===== src/rtl/greenpak_nvm_page_streamer.sv =====
// Streams a ROM image into GreenPAK NVM one page per I2C write frame.
// Each frame is: device write byte (START), page start address, then
// PAGE_BYTES data bytes (STOP after the last). After every frame the
// block idles WAIT_CYCLES clocks so the NVM write cycle can finish.
//
// Byte channel handshake: a byte transfers on any rising edge where
// tx_valid and tx_ready are both high. While tx_valid is high and
// tx_ready is low, tx_data/tx_first/tx_last are held stable. ACK status
// arrives separately on tx_ack_valid/tx_nack; a NACK while busy aborts
// the run and beats any handshake seen on the same edge.
module greenpak_nvm_page_streamer #(
    parameter int         PAGE_BYTES  = 16,
    parameter int         NUM_PAGES   = 16,
    parameter logic [7:0] DEV_WR_BYTE = 8'h14,
    parameter int         WAIT_CYCLES = 1000000
) (
    input  logic       clk,
    input  logic       reset,
    input  logic       start,
    output logic       busy,
    output logic       done,
    output logic       error,
    output logic [7:0] rom_address,
    output logic       rom_chipselect,
    output logic       rom_clken,
    input  logic [7:0] rom_readdata,
    output logic [7:0] tx_data,
    output logic       tx_first,
    output logic       tx_last,
    output logic       tx_valid,
    input  logic       tx_ready,
    input  logic       tx_ack_valid,
    input  logic       tx_nack
);

    localparam int BYTE_W = (PAGE_BYTES > 1) ? $clog2(PAGE_BYTES) : 1;
    localparam int PAGE_W = (NUM_PAGES > 1) ? $clog2(NUM_PAGES) : 1;
    localparam int WAIT_W = (WAIT_CYCLES > 1) ? $clog2(WAIT_CYCLES) : 1;

    typedef enum logic [2:0] {
        IDLE,
        HDR_DEV,
        HDR_ADDR,
        FETCH,
        FETCH_WAIT,
        DATA,
        WAIT_WR,
        DONE
    } state_t;

    state_t              state, state_n;
    logic [PAGE_W-1:0]   page, page_n;
    logic [BYTE_W-1:0]   byte_idx, byte_n;
    logic [WAIT_W-1:0]   wait_cnt, wait_n;
    logic [7:0]          hold, hold_n;
    logic [7:0]          addr_n;
    logic                error_n;
    logic [7:0]          page_base;
    logic                last_byte;
    logic                handshake;
    logic                nack;

    // First ROM byte of the current page; wraps modulo 256.
    assign page_base = 8'(32'(page) * 32'(PAGE_BYTES));
    assign last_byte = (byte_idx == BYTE_W'(PAGE_BYTES - 1));

    assign busy           = (state != IDLE) && (state != DONE);
    assign done           = (state == DONE);
    assign rom_chipselect = busy;
    assign rom_clken      = 1'b1;

    assign tx_valid  = (state == HDR_DEV) || (state == HDR_ADDR) || (state == DATA);
    assign tx_first  = (state == HDR_DEV);
    assign tx_last   = (state == DATA) && last_byte;
    assign handshake = tx_valid && tx_ready;
    assign nack      = tx_ack_valid && tx_nack && busy;

    // Select the byte offered to the I2C byte master for the current state.
    always_comb begin
        tx_data = 8'h00;
        case (state)
            HDR_DEV:  tx_data = DEV_WR_BYTE;
            HDR_ADDR: tx_data = page_base;
            DATA:     tx_data = hold;
            default:  tx_data = 8'h00;
        endcase
    end

    // Next-state and datapath updates; an in-flight NACK overrides everything.
    always_comb begin
        state_n = state;
        page_n  = page;
        byte_n  = byte_idx;
        wait_n  = wait_cnt;
        hold_n  = hold;
        addr_n  = rom_address;
        error_n = error;
        case (state)
            IDLE: begin
                if (start) begin
                    state_n = HDR_DEV;
                    page_n  = '0;
                    byte_n  = '0;
                    error_n = 1'b0;
                end
            end
            HDR_DEV: begin
                if (handshake) state_n = HDR_ADDR;
            end
            HDR_ADDR: begin
                if (handshake) begin
                    state_n = FETCH;
                    byte_n  = '0;
                    addr_n  = page_base;
                end
            end
            FETCH: begin
                state_n = FETCH_WAIT;
            end
            FETCH_WAIT: begin
                // ROM output is valid now; latch it as this edge leaves the state.
                hold_n  = rom_readdata;
                state_n = DATA;
            end
            DATA: begin
                if (handshake) begin
                    if (last_byte) begin
                        state_n = WAIT_WR;
                        byte_n  = '0;
                        wait_n  = WAIT_W'(WAIT_CYCLES - 1);
                    end else begin
                        state_n = FETCH;
                        byte_n  = byte_idx + BYTE_W'(1);
                        addr_n  = page_base + 8'(byte_idx + BYTE_W'(1));
                    end
                end
            end
            WAIT_WR: begin
                if (wait_cnt == '0) begin
                    if (page == PAGE_W'(NUM_PAGES - 1)) begin
                        state_n = DONE;
                    end else begin
                        page_n  = page + PAGE_W'(1);
                        state_n = HDR_DEV;
                    end
                end else begin
                    wait_n = wait_cnt - WAIT_W'(1);
                end
            end
            DONE: begin
                state_n = IDLE;
            end
            default: begin
                state_n = IDLE;
            end
        endcase
        if (nack) begin
            error_n = 1'b1;
            state_n = IDLE;
        end
    end

    // State and datapath registers with synchronous reset.
    always_ff @(posedge clk) begin
        if (reset) begin
            state       <= IDLE;
            page        <= '0;
            byte_idx    <= '0;
            wait_cnt    <= '0;
            hold        <= 8'h00;
            error       <= 1'b0;
            rom_address <= 8'h00;
        end else begin
            state       <= state_n;
            page        <= page_n;
            byte_idx    <= byte_n;
            wait_cnt    <= wait_n;
            hold        <= hold_n;
            error       <= error_n;
            rom_address <= addr_n;
        end
    end

endmodule


===== config.mk =====
export PLATFORM = sky130hd
export DESIGN_NAME = greenpak_nvm_page_streamer
export DESIGN_NICKNAME = d
export VERILOG_FILES = /design/src/rtl/greenpak_nvm_page_streamer.sv
export SDC_FILE = /design/constraint.sdc
export NUM_CORES = 1
export LEC_CHECK = 0
export BUFFER_PORTS_ARGS = -buffer_cell sky130_fd_sc_hd__buf_4
export CAP_MARGIN = 20
export CORE_ASPECT_RATIO = 0.9
export CORE_MARGIN = 3
export CORE_UTILIZATION = 45
export DETAILED_ROUTE_END_ITERATION = 6
export PLACE_DENSITY = 0.71
export SYNTH_ARGS = -nofsm -noshare
export SYNTH_HDL_FRONTEND = slang
export SYNTH_SLANG_ARGS = --single-unit

===== constraint.sdc =====
create_clock -name clk -period 4.9 [get_ports clk]
set_input_delay 0.98 -clock clk [delete_from_list [all_inputs] [get_ports clk]]
set_output_delay 0.98 -clock clk [all_outputs]
set_load 0.005 [all_outputs]

==> metrics.md, run 1 <==
| Metric | Value |
|---|---|
| Outcome | `finished, final reports clean` |
| Largest area contributor in the netlist | `dfxtp_1` |
| Resized cells post-CTS | `0` |
| Adder-cell share of the synthesized area | `2.01%` |
| Routed Wire Length | `5310 um` |
| Largest family of logic cells by synthesized area | `simple AND/OR/NAND/NOR gates` |
| CP max-delay cell | `dfxtp_1` |
| # rows | `25` |
| Via density | `5.50` |
| DR iter-0 viols | `roughly 130` |
| Drt first pass iters | `4` |
| Dpl cell area | `0.00275 mm^2` |
| Most frequent cell after synthesis | `dfxtp_1` |
| Post-CTS Hold Fix Bufs | `0` |
| CTS Sinks | `between 40 and 50` |
| Total core area | `between 0.005 and 0.006 mm^2` |
| Initial antenna violation count | `0` |
| First-pass GRT wire length | `roughly 9300 um` |
| Root buffer cell | `clkbuf_8` |
| Fill cells | `around 500` |
| WS Path Type | `reg2out` |
| F_max | `around 350 MHz` |
| Compound-Gate Fraction of Synth Area | `about 17%` |
| Routed length on met2 | `approximately 2600 um` |
| Post-Synthesis Cell Area | `0.00249 mm^2` |
| Top cell type's share of synthesized area | `38.7%` |
| Top cells by area, synth | `dfxtp_1, a21oi_1, nor2_1, xor2_1, mux2i_1` |
| Grt total ovfl | `0` |
| Fin util | `53.8%` |
| RSZ-0062 raised after global routing | `no` |
| Vias in the first global route | `2,030` |
| Cells after Synth | `a little under 300` |
| Ant. Diodes | `0` |
| Die height | `76.5 um` |
| Routed vias | `approximately 2,100` |
| Post-Synth XOR/XNOR Area | `7.40%` |
| Area grow syn2layout | `14.4%` |
| Ys async rst share | `0%` |
| Top layer in use | `met4` |
| EDFF count, synth | `0` |
| Simple-gate share of the synthesized area | `26.5%` |
| Max Transition Viols Final | `0` |
| Sequential share of the synthesized area | `38.7%` |
| Clock transition at path regs | `0.08 ns` |
| Worst VDD drop | `0.196 mV` |
| Met3 WL post-DR | `183 um` |
| Ys Warns | `0` |
| Peak per-stage delay on the critical path | `0.69 ns` |
| Syn_nets | `314` |
| Max-Cap Viols | `0` |
| CTS Buf Count | `5` |
| Leakage power | `1.05 nW` |
| PwrDens | `roughly 310 mW/mm^2` |
| CTS tree | `yes` |
| # Post-CTS Setup Buffers | `0` |
| Layout Nets | `roughly 340` |
| Hold Fails Final Rpt | `0` |
| Crit path max-delay family | `simple AND/OR/NAND/NOR gates` |
| Synth cell count leaders | `dfxtp_1, nor2_1, a21oi_1, nand2_1, clkbuf_1` |
| M1 WL | `2470 um` |
| Worst path bufs/invs | `1` |
| PnR worst setup slack | `approximately 2 ns` |
| Post-Layout Cell Count | `389` |
| Initial core utilization | `47.0%` |
| Placed Cells incl. Taps | `380` |
| # setup viols final | `0` |
| GRT Resource Usage Total | `17.3%` |
| H-tree depth | `2` |
| Worst-path fanout max | `18` |
| Overall Power | `0.881 mW` |
| Post-DP HPWL | `between 3000 and 4000 um` |
| Crit path DAT | `1.88 ns` |
| Crit share post-route | `58.3%` |
| Clock tree buffer depth | `2` |
| Post-synthesis mux area share | `under 10%` |
| Avg Cell Area, Syn | `8.40 um^2` |
| Skew final | `~0.0035 ns` |
| Hold Slack | `0.456 ns` |
| Tmin final | `around 2.9 ns` |
| CP cell instances | `nand3b_1 -> nor2_1 -> buf_4` |
| Routability Congestion | `around 0.8` |
| DP Worst Slack | `2.22 ns` |
| WP data required | `around 3.9 ns` |
| Post-synthesis cell type count | `54` |
| Largest net degree at the start of global routing | `37` |
| Die W | `84.4 um` |
| Slew @ Worst Pin | `0.824 ns` |
| Port bufs | `36` |
| Slew HR | `44.7%` |
| Number of primary I/O pins | `38` |
| Worst-Skew Late Latency | `roughly 0.30 ns` |
| Die area | `0.00645 mm^2` |
| Crit. End Element | `output port` |
| FF+latch count, synth | `48` |
| DR WL/cell | `13.7 um` |
| Routed Antenna Nets | `0` |
| Final TNS setup | `0 ns` |
| Crit start category | `flip-flop` |
| Share of cells above drive strength 1 | `15.2%` |
| Min-delay worst type | `reg2reg` |
| Remaining DRCs | `0` |
| Top_reg_cell synth | `dfxtp_1` |
| Finished Cell Area | `0.00285 mm^2` |
==> power breakdown <==
part	internal [mW]	leakage, nW	total, mW	switching (mW)
combinational	0.0931	0.620	0.193	0.0999
sequential	0.411	0.388	0.448	0.0369
clock	0.115	0.0455	0.240	0.125
total	0.620	1.05	0.881	0.261
==> state kept, by name, indices dropped and copies added, names as in the netlist <==
name	flops
byte_idx	4
hold	8
error	1
rom_address	8
page	4
wait_cnt	20
state	3
==> placed cells by master, fill, tap and decap left out, drive strengths merged, types with 2 or more instances in the layout <==
| master | count |
|---|---|
| a2111oi | 2 |
| a211oi | 7 |
| a21oi | 36 |
| a22oi | 2 |
| a311oi | 2 |
| and2 | 3 |
| and3 | 5 |
| and3b | 2 |
| buf | 37 |
| clkbuf | 8 |
| dfxtp | 48 |
| ha | 4 |
| inv | 6 |
| mux2i | 9 |
| nand2 | 21 |
| nand2b | 2 |
| nand3 | 8 |
| nand3b | 3 |
| nor2 | 41 |
| nor3 | 6 |
| nor3b | 3 |
| nor4 | 9 |
| nor4b | 2 |
| nor4bb | 2 |
| o21ai | 8 |
| or2 | 3 |
| or3 | 3 |
| or4 | 4 |
| or4b | 2 |
| xnor2 | 10 |
| xor2 | 11 |
==> final timing paths <==
check                              startpoint                           to  slack (ns)  cells after the start
hold reg to reg   rom_address[2]$_SDFFE_PP0P_  rom_address[2]$_SDFFE_PP0P_        0.46                      2
hold / removal    rom_address[2]$_SDFFE_PP0P_  rom_address[2]$_SDFFE_PP0P_        0.46                      2
setup reg to reg    wait_cnt[11]$_SDFFE_PP0P_         page[2]$_SDFFE_PP0P_        2.34                      5
setup / recovery        state[0]$_SDFFE_PP0P_                      tx_last        2.04                      3
==> kinds of logic (layout without fill, tap and decap cells) <==
| group | Yosys count | after routing |
|---|---|---|
| fa+ha+maj | 4 | 4 |
| other cells | 1 | 1 |
| mux | 10 | 10 |
| compound gates | 64 | 64 |
| simple gates | 123 | 123 |
| flops | 48 | 48 |
| buf+inv | 25 | 51 |
| xor+xnor | 21 | 21 |
==> area by class of cell <==
type / instances / area (um^2) / share of cell area, %
multi-input cells: 223 / 1410 / 49.6
flip-flops and latches: 48 / 961 / 33.8
repair buffers: 37 / 275 / 9.67
clock buffers: 8 / 90.1 / 3.17
well taps: 67 / 83.8 / 2.95
inverters: 6 / 22.5 / 0.792
==> per-layer routing <==
| layer | vias to the layer above | global-route usage (%) |
|---|---|---|
| li1 | 1109 | - |
| met1 | 989 | 22.4 |
| met2 | 33 | 28.2 |
| met3 | 7 | 4.32 |
| met4 | 0 | 5.54 |
| met5 | - | 0 |
==> worst reg2reg max path, stage by stage, from the launching register on <==
cell and delay [ns]:
dfxtp_1 0.35, or4_1 0.64, nand4bb_1 0.63, a211oi_4 0.52, a211oi_1 0.12, a31o_1 0.20
No activity file was read; power rests on OpenSTA's default activity.
==> inputs of run 2 (changes only) <==
clock period = 2.67 ns   (was 4.9 ns; I/O delays follow)
==> run 2 against run 1 <==
  * Final area rose by 1.2%
  * Utilization grew 0.66 points
  * Final cell count grew 1.0%
  * Critical path depth unchanged
  * Clock skew grew 0.0015 ns
  * Register-to-register slack got worse by 1.9 ns
  * Non-clock buffer count rose by 4
  * Highest routed layer unchanged
==> metrics.md, run 2 (synthesis gave the netlist of run 1 again) <==
| Metric | Value |
|---|---|
| Outcome | `finished, final reports clean (unchanged)` |
| Crit start category | `flip-flop (unchanged)` |
| PwrDens | `566 mW/mm^2 (was 310 mW/mm^2)` |
| Post-CTS Hold Fix Bufs | `0 (unchanged)` |
| Total core area | `0.00529 mm^2 (unchanged)` |
| Initial antenna violation count | `0 (unchanged)` |
| Share of cells above drive strength 1 | `16.9% (was 15.2%)` |
| Fin util | `54.5% (was 53.8%)` |
| First-pass GRT wire length | `9390 um (was 9250 um)` |
| CP max-delay cell | `dfxtp_1 (unchanged)` |
| Max reg flops | `20 (unchanged)` |
| Slew @ Worst Pin | `0.545 ns (was 0.824 ns)` |
| Crit share post-route | `a little under nine tenths` |
| RSZ-0062 raised after global routing | `no (unchanged)` |
| Grt total ovfl | `0 (unchanged)` |
| Routability Congestion | `0.838 (was 0.790)` |
| Die height | `76.5 um (unchanged)` |
| Final TNS setup | `0 ns (unchanged)` |
| Resized cells post-CTS | `0 (unchanged)` |
| Area grow syn2layout | `15.9% (was 14.4%)` |
| Crit. End Element | `output port (unchanged)` |
| Fill cells | `523 (was 495)` |
| PnR worst setup slack | `0.372 ns (was 2.04 ns)` |
| Max-Cap Viols | `0 (unchanged)` |
| Skew final | `0.00494 ns (was 0.00347 ns)` |
| DP Worst Slack | `0.511 ns (was 2.22 ns)` |
| Most frequent cells in the layout | `dfxtp_1, nor2_1, buf_4 (was dfxtp_1, nor2_1, a21oi_1, buf_4, nand2_1)` |
| Leakage power | `1.08 nW (was 1.05 nW)` |
| H-tree depth | `2 (unchanged)` |
| Overall Power | `1.63 mW (was 0.881 mW)` |
| Worst-Skew Late Latency | `0.30 ns (about the same)` |
| Vias in the first global route | `2,079 (was 2,030)` |
| Largest net degree at the start of global routing | `37 (unchanged)` |
| Remaining DRCs | `0 (unchanged)` |
| Die W | `84.4 um (unchanged)` |
| Top Registers | `wait_cnt: 20 flops, hold: 8 flops, rom_address: 8 flops (unchanged)` |
| Worst-path fanout max | `18 (unchanged)` |
| Clock tree buffer depth | `2 (unchanged)` |
| CTS Sinks | `48 (unchanged)` |
| Dpl cell area | `0.00279 mm^2 (was 0.00275 mm^2)` |
| Routed Antenna Nets | `0 (unchanged)` |
| Min-delay worst type | `in2reg (was reg2reg)` |
| Commonest non-fill, non-tap cell in the layout | `dfxtp_1 (unchanged)` |
| CP cell instances | `nand3b_1 -> nor2_1 -> buf_4 (unchanged)` |
| Hold Fails Final Rpt | `0 (unchanged)` |
| WP data required | `2.14 ns (was 3.92 ns)` |
| CTS tree | `yes (unchanged)` |
| Initial core utilization | `47.0% (unchanged)` |
| Drt first pass iters | `4 (unchanged)` |
| Die area | `0.00645 mm^2 (unchanged)` |
| Finished Cell Area | `0.00288 mm^2 (was 0.00285 mm^2)` |
| Register with the most flip-flops | `wait_cnt (unchanged)` |
| Clock transition at path regs | `0.09 ns (was 0.08 ns)` |
| DR WL/cell | `13.6 um (was 13.7 um)` |
| Root buffer cell | `clkbuf_8 (unchanged)` |
| Post-DP HPWL | `3980 um (was 3830 um)` |
| F_max | `about 440 MHz` |
| Max Transition Viols Final | `0 (unchanged)` |
| Port bufs | `36 (unchanged)` |
| Crit path max-delay family | `flip-flops (was simple AND/OR/NAND/NOR gates)` |
| Slew HR | `63.6% (was 44.7%)` |
| Routed Wire Length | `5360 um (was 5310 um)` |
| Worst VDD drop | `0.347 mV (was 0.196 mV)` |
| DR iter-0 viols | `95 (was 134)` |
| WS Path Type | `reg2out (unchanged)` |
| CTS Buf Count | `5 (unchanged)` |
| # rows | `25 (unchanged)` |
| Ant. Diodes | `0 (unchanged)` |
| Peak per-stage delay on the critical path | `0.67 ns (was 0.69 ns)` |
| Worst path bufs/invs | `1 (unchanged)` |
| Layout Nets | `343 (was 339)` |
| # Post-CTS Setup Buffers | `0 (unchanged)` |
| GRT Resource Usage Total | `17.4% (was 17.3%)` |
| # setup viols final | `0 (unchanged)` |
| Crit path DAT | `1.76 ns (was 1.88 ns)` |
| Tmin final | `2.30 ns` |
| Via density | `5.54 (was 5.50)` |
| Number of primary I/O pins | `38 (unchanged)` |
| Routed vias | `2,176 (was 2,138)` |
==> run 2: changes by cell type in the layout (fill, tap and decap cells not counted), sizes merged <==
cell    change
buf         +4
clkbuf      -2
clkinv      +2
==> run 2: stage by stage <==
| step | cells | hold WS (ns) |
|---|---|---|
| global route | 393 | 0.478 |
| global placement | 385 | 0.446 |
| CTS | 393 | 0.451 |
| detailed placement | 385 | 0.450 |
| finish | 393 | 0.458 |
| floorplan | 296 | 0.448 |
==> run 2: final cells by class <==
type                       instances  area (um^2)  area share (%)
multi-input combinational        223         1410            49.0
clock inverter                     2         10.0           0.348
clock buffer                       6         82.6            2.87
timing repair buffer              41          308            10.7
inverter                           6         22.5           0.782
sequential                        48          961            33.4
tap                               67         83.8            2.91
==> run 2: where the power goes <==
group	switching [mW]	leakage [nW]	internal, mW	total [mW]
logic	0.191	0.642	0.177	0.368
registers	0.0593	0.388	0.755	0.814
clock network	0.242	0.0510	0.207	0.449
==> run 2: path summary, 6_finish.rpt <==
check	start	endpoint	slack, ns	depth (start not counted)
setup / recovery	state[0]$_SDFFE_PP0P_	tx_last	0.37	3
hold / removal	rom_readdata[2]	hold[2]$_SDFFE_PP0P_	0.46	3
setup reg to reg	wait_cnt[11]$_SDFFE_PP0P_	page[2]$_SDFFE_PP0P_	0.47	6
hold reg to reg	rom_address[6]$_SDFFE_PP0P_	rom_address[6]$_SDFFE_PP0P_	0.46	2
==> run 2: worst reg2reg max path, stage by stage (launching register included) <==
cell and delay, ns:
dfxtp_1 0.35, or4_1 0.64, nand4bb_1 0.25, buf_4 0.21, a211oi_4 0.33, a211oi_1 0.12, a31o_1 0.20
==> run 2: layer usage <==
layer	GRT usage, %	routed length [um]	vias to the layer above
met2	29.2	2630	25
met5	0	0	-
li1	-	-	1115
met1	22.0	2490	1028
met3	3.78	150	8
met4	6.33	85	0
==> inputs of run 3 (changes only) <==
CELL_PAD_IN_SITES_DETAIL_PLACEMENT = 1   (was unset)
CELL_PAD_IN_SITES_GLOBAL_PLACEMENT = 1   (was unset)
CORE_MARGIN = 2   (was 3)
CORE_UTILIZATION = 42   (was 45)
PLACE_DENSITY = 0.84   (was 0.71)
==> run 3 against run 2 <==
  * Worst hold slack improved by 0.0024 ns
  * Die area rose by 1.5%
  * Utilization is 4.1 points lower
  * Wire length grew 16%
  * Sequential share of layout area increased by 0.15 points
  * Critical endpoint is now tx_data[6]
  * Critical path depth up 1
  * Combinational power grew 4%
  * Sequential cell count unchanged
  * Sequential power hardly changed
  * Fmax is 1.8% lower
  * Critical path type unchanged
  * Final area is 0.43% lower
==> metrics.md, run 3 (synthesis gave the netlist of run 1 again) <==
| Metric | Value |
|---|---|
| Final TNS setup | `0 ns (unchanged)` |
| DR WL/cell | `15.7 um (was 13.6 um)` |
| Hold depth | `2 (was 3)` |
| CTS tree | `yes (unchanged)` |
| Port bufs | `36 (unchanged)` |
| Min-delay worst type | `reg2reg (was in2reg)` |
| RSZ-0062 raised after global routing | `no (unchanged)` |
| Fin util | `50.4% (was 54.5%)` |
| Skew final | `0.00530 ns (was 0.00494 ns)` |
| Crit. End Element | `output port (unchanged)` |
| Hold path startpoint | `rom_address[1]$_SDFFE_PP0P_ (was rom_readdata[2])` |
| Routed Antenna Nets | `0 (unchanged)` |
| Sw Share | `30.5% (was 30.2%)` |
| Overall Power | `1.59 mW (was 1.63 mW)` |
| Initial antenna violation count | `0 (unchanged)` |
| Die area | `0.00655 mm^2 (was 0.00645 mm^2)` |
| Switching power | `0.485 mW (was 0.492 mW)` |
| Most frequent cells in the layout | `dfxtp_1, buf_4, nor2_1 (was dfxtp_1, nor2_1, buf_4)` |
| PwrDens | `554 mW/mm^2 (was 566 mW/mm^2)` |
| Crit start category | `flip-flop (unchanged)` |
| Outcome | `finished, final reports clean (unchanged)` |
| Worst VDD drop | `0.319 mV (was 0.347 mV)` |
| Resized cells post-CTS | `0 (unchanged)` |
| Reg2Reg Setup Slack | `0.38 ns (was 0.47 ns)` |
| Layout Nets | `344 (was 343)` |
| Commonest non-fill, non-tap cell in the layout | `dfxtp_1 (unchanged)` |
| Total core area | `0.00569 mm^2 (was 0.00529 mm^2)` |
| Max reg flops | `20 (unchanged)` |
| Drt first pass iters | `4 (unchanged)` |
| Combinational power share | `24.2% (was 22.6%)` |
| Remaining DRCs | `0 (unchanged)` |
| Routed vias | `2,201 (was 2,176)` |
| CTS Sinks | `48 (unchanged)` |
| Tmin final | `2.34 ns (was 2.30 ns)` |
| Int Power | `1.10 mW (was 1.14 mW)` |
| Post-DP HPWL | `4620 um (was 3980 um)` |
| Hold path endpoint | `rom_address[1]$_SDFFE_PP0P_ (was hold[2]$_SDFFE_PP0P_)` |
| Worst-Skew Late Latency | `0.30 ns (about the same)` |
| Clock power frac | `24.6% (was 27.5%)` |
| # Post-CTS Setup Buffers | `0 (unchanged)` |
| WP data required | `2.14 ns (about the same)` |
| Grt total ovfl | `0 (unchanged)` |
| Max-Cap Viols | `0 (unchanged)` |
| F_max | `427 MHz (was 435 MHz)` |
| First-pass GRT wire length | `10,800 um (was 9390 um)` |
| Largest net degree at the start of global routing | `37 (unchanged)` |
| Post-CTS Hold Fix Bufs | `0 (unchanged)` |
| Worst r2r path cells | `5 (was 6)` |
| GRT Resource Usage Total | `20.5% (was 17.4%)` |
| Slew @ Worst Pin | `0.697 ns (was 0.545 ns)` |
| Clock tree buffer depth | `2 (unchanged)` |
| Worst-path fanout max | `19 (was 18)` |
| Crit Reg-Reg Endpoint | `wait_cnt[10]$_SDFFE_PP0P_ (was page[2]$_SDFFE_PP0P_)` |
| Reg-to-reg critical path startpoint | `state[1]$_SDFFE_PP0P_ (was wait_cnt[11]$_SDFFE_PP0P_)` |
| # setup viols final | `0 (unchanged)` |
| Die height | `77.0 um (was 76.5 um)` |
| DR iter-0 viols | `79 (was 95)` |
| CTS Buf Count | `5 (unchanged)` |
| Area grow syn2layout | `15.3% (was 15.9%)` |
| Ant. Diodes | `0 (unchanged)` |
| Top Registers | `wait_cnt: 20 flops, hold: 8 flops, rom_address: 8 flops (unchanged)` |
| Routed Wire Length | `6200 um (was 5360 um)` |
| Initial core utilization | `43.7% (was 47.0%)` |
| Post-Layout Cell Count | `394 (was 393)` |
| Leakage power | `1.07 nW (was 1.08 nW)` |
| Max Transition Viols Final | `0 (unchanged)` |
| H-tree depth | `2 (unchanged)` |
| Fill cells | `716 (was 523)` |
| WS Path Type | `reg2out (unchanged)` |
| Slew HR | `52.3% (was 63.6%)` |
| CP startpoint | `state[1]$_SDFFE_PP0P_ (was state[0]$_SDFFE_PP0P_)` |
| Via density | `5.59 (was 5.54)` |
| Clock transition at path regs | `0.08 ns (was 0.09 ns)` |
| Placed Cells incl. Taps | `389 (was 385)` |
| Register with the most flip-flops | `wait_cnt (unchanged)` |
| Root buffer cell | `clkbuf_8 (unchanged)` |
| Hold Fails Final Rpt | `0 (unchanged)` |
| Share of cells above drive strength 1 | `16.4% (was 16.9%)` |
| Number of primary I/O pins | `38 (unchanged)` |
| Routability Congestion | `0.807 (was 0.838)` |
| Crit path DAT | `1.81 ns (was 1.76 ns)` |
| Register share of total power | `51.2% (was 49.9%)` |
| Crit share post-route | `87.7% (was 86.1%)` |
| Die W | `85.1 um (was 84.4 um)` |
| Vias in the first global route | `2,322 (was 2,079)` |
| # rows | `26 (was 25)` |
[run 3: cell count changes in the layout (fill, tap and decap cells not counted), sizes merged]
| cell | before | now |
|---|---|---|
| buf | 41 | 42 |
| clkbuf | 6 | 5 |
| clkinv | 2 | 0 |
[run 3: worst max path at each step]
| stage | to | slack [ns] |
|---|---|---|
| floorplan | page[2]$_SDFFE_PP0P_ | 0.65 |
| global placement | wait_cnt[5]$_SDFFE_PP0P_ | 0.49 |
| detailed placement | wait_cnt[10]$_SDFFE_PP0P_ | 0.37 |
| CTS | tx_data[6] | 0.30 |
| global route | tx_data[6] | 0.14 |
| finish | tx_data[6] | 0.33 |
[run 3: layout make-up]
| class | count | area [um^2] | area share [%] |
|---|---|---|---|
| multi-input combinational | 223 | 1410 | 49.3 |
| sequential | 48 | 961 | 33.5 |
| timing repair buffer | 42 | 315 | 11.0 |
| tap | 70 | 87.6 | 3.05 |
| clock buffer | 5 | 68.8 | 2.40 |
| inverter | 6 | 22.5 | 0.785 |
[run 3: layer usage]
metal | vias up | part of all wire (%) | track usage, %
li1 | 1102 | - | -
met5 | - | 0 | 0
met1 | 1060 | 45 | 25.1
met2 | 26 | 50 | 34.7
met3 | 13 | 2.4 | 3.98
met4 | 0 | 2.4 | 8.89
[run 3: worst max-delay path, cell delays in order (launching register included)]
cell     delay (ns)
dfxtp_1        0.67
nor3b_1        0.46
inv_1          0.11
o21ai_1        0.14
buf_4          0.12
[run 3: through the flow]
| step | hold slack [ns] | instance area (um^2) | setup WS [ns] |
|---|---|---|---|
| final | 0.461 | 2870 | 0.330 |
| after global routing | 0.459 | 2870 | 0.137 |
| after CTS | 0.457 | 2870 | 0.302 |
| after detailed placement | 0.452 | 2800 | 0.371 |
| after global placement | 0.448 | 2800 | 0.493 |
| after floorplan | 0.448 | 2490 | 0.647 |
[run 3: power groups by stage]
stage          clock network (mW)  logic (mW)  registers, mW
4_1_cts                     0.413       0.386          0.814
6_report                    0.391       0.384          0.814
3_5_place_dp                    0       0.386          0.831
3_3_place_gp                    0       0.376          0.829
2_1_floorplan                   0       0.284          0.792
5_1_grt                     0.439       0.430          0.824
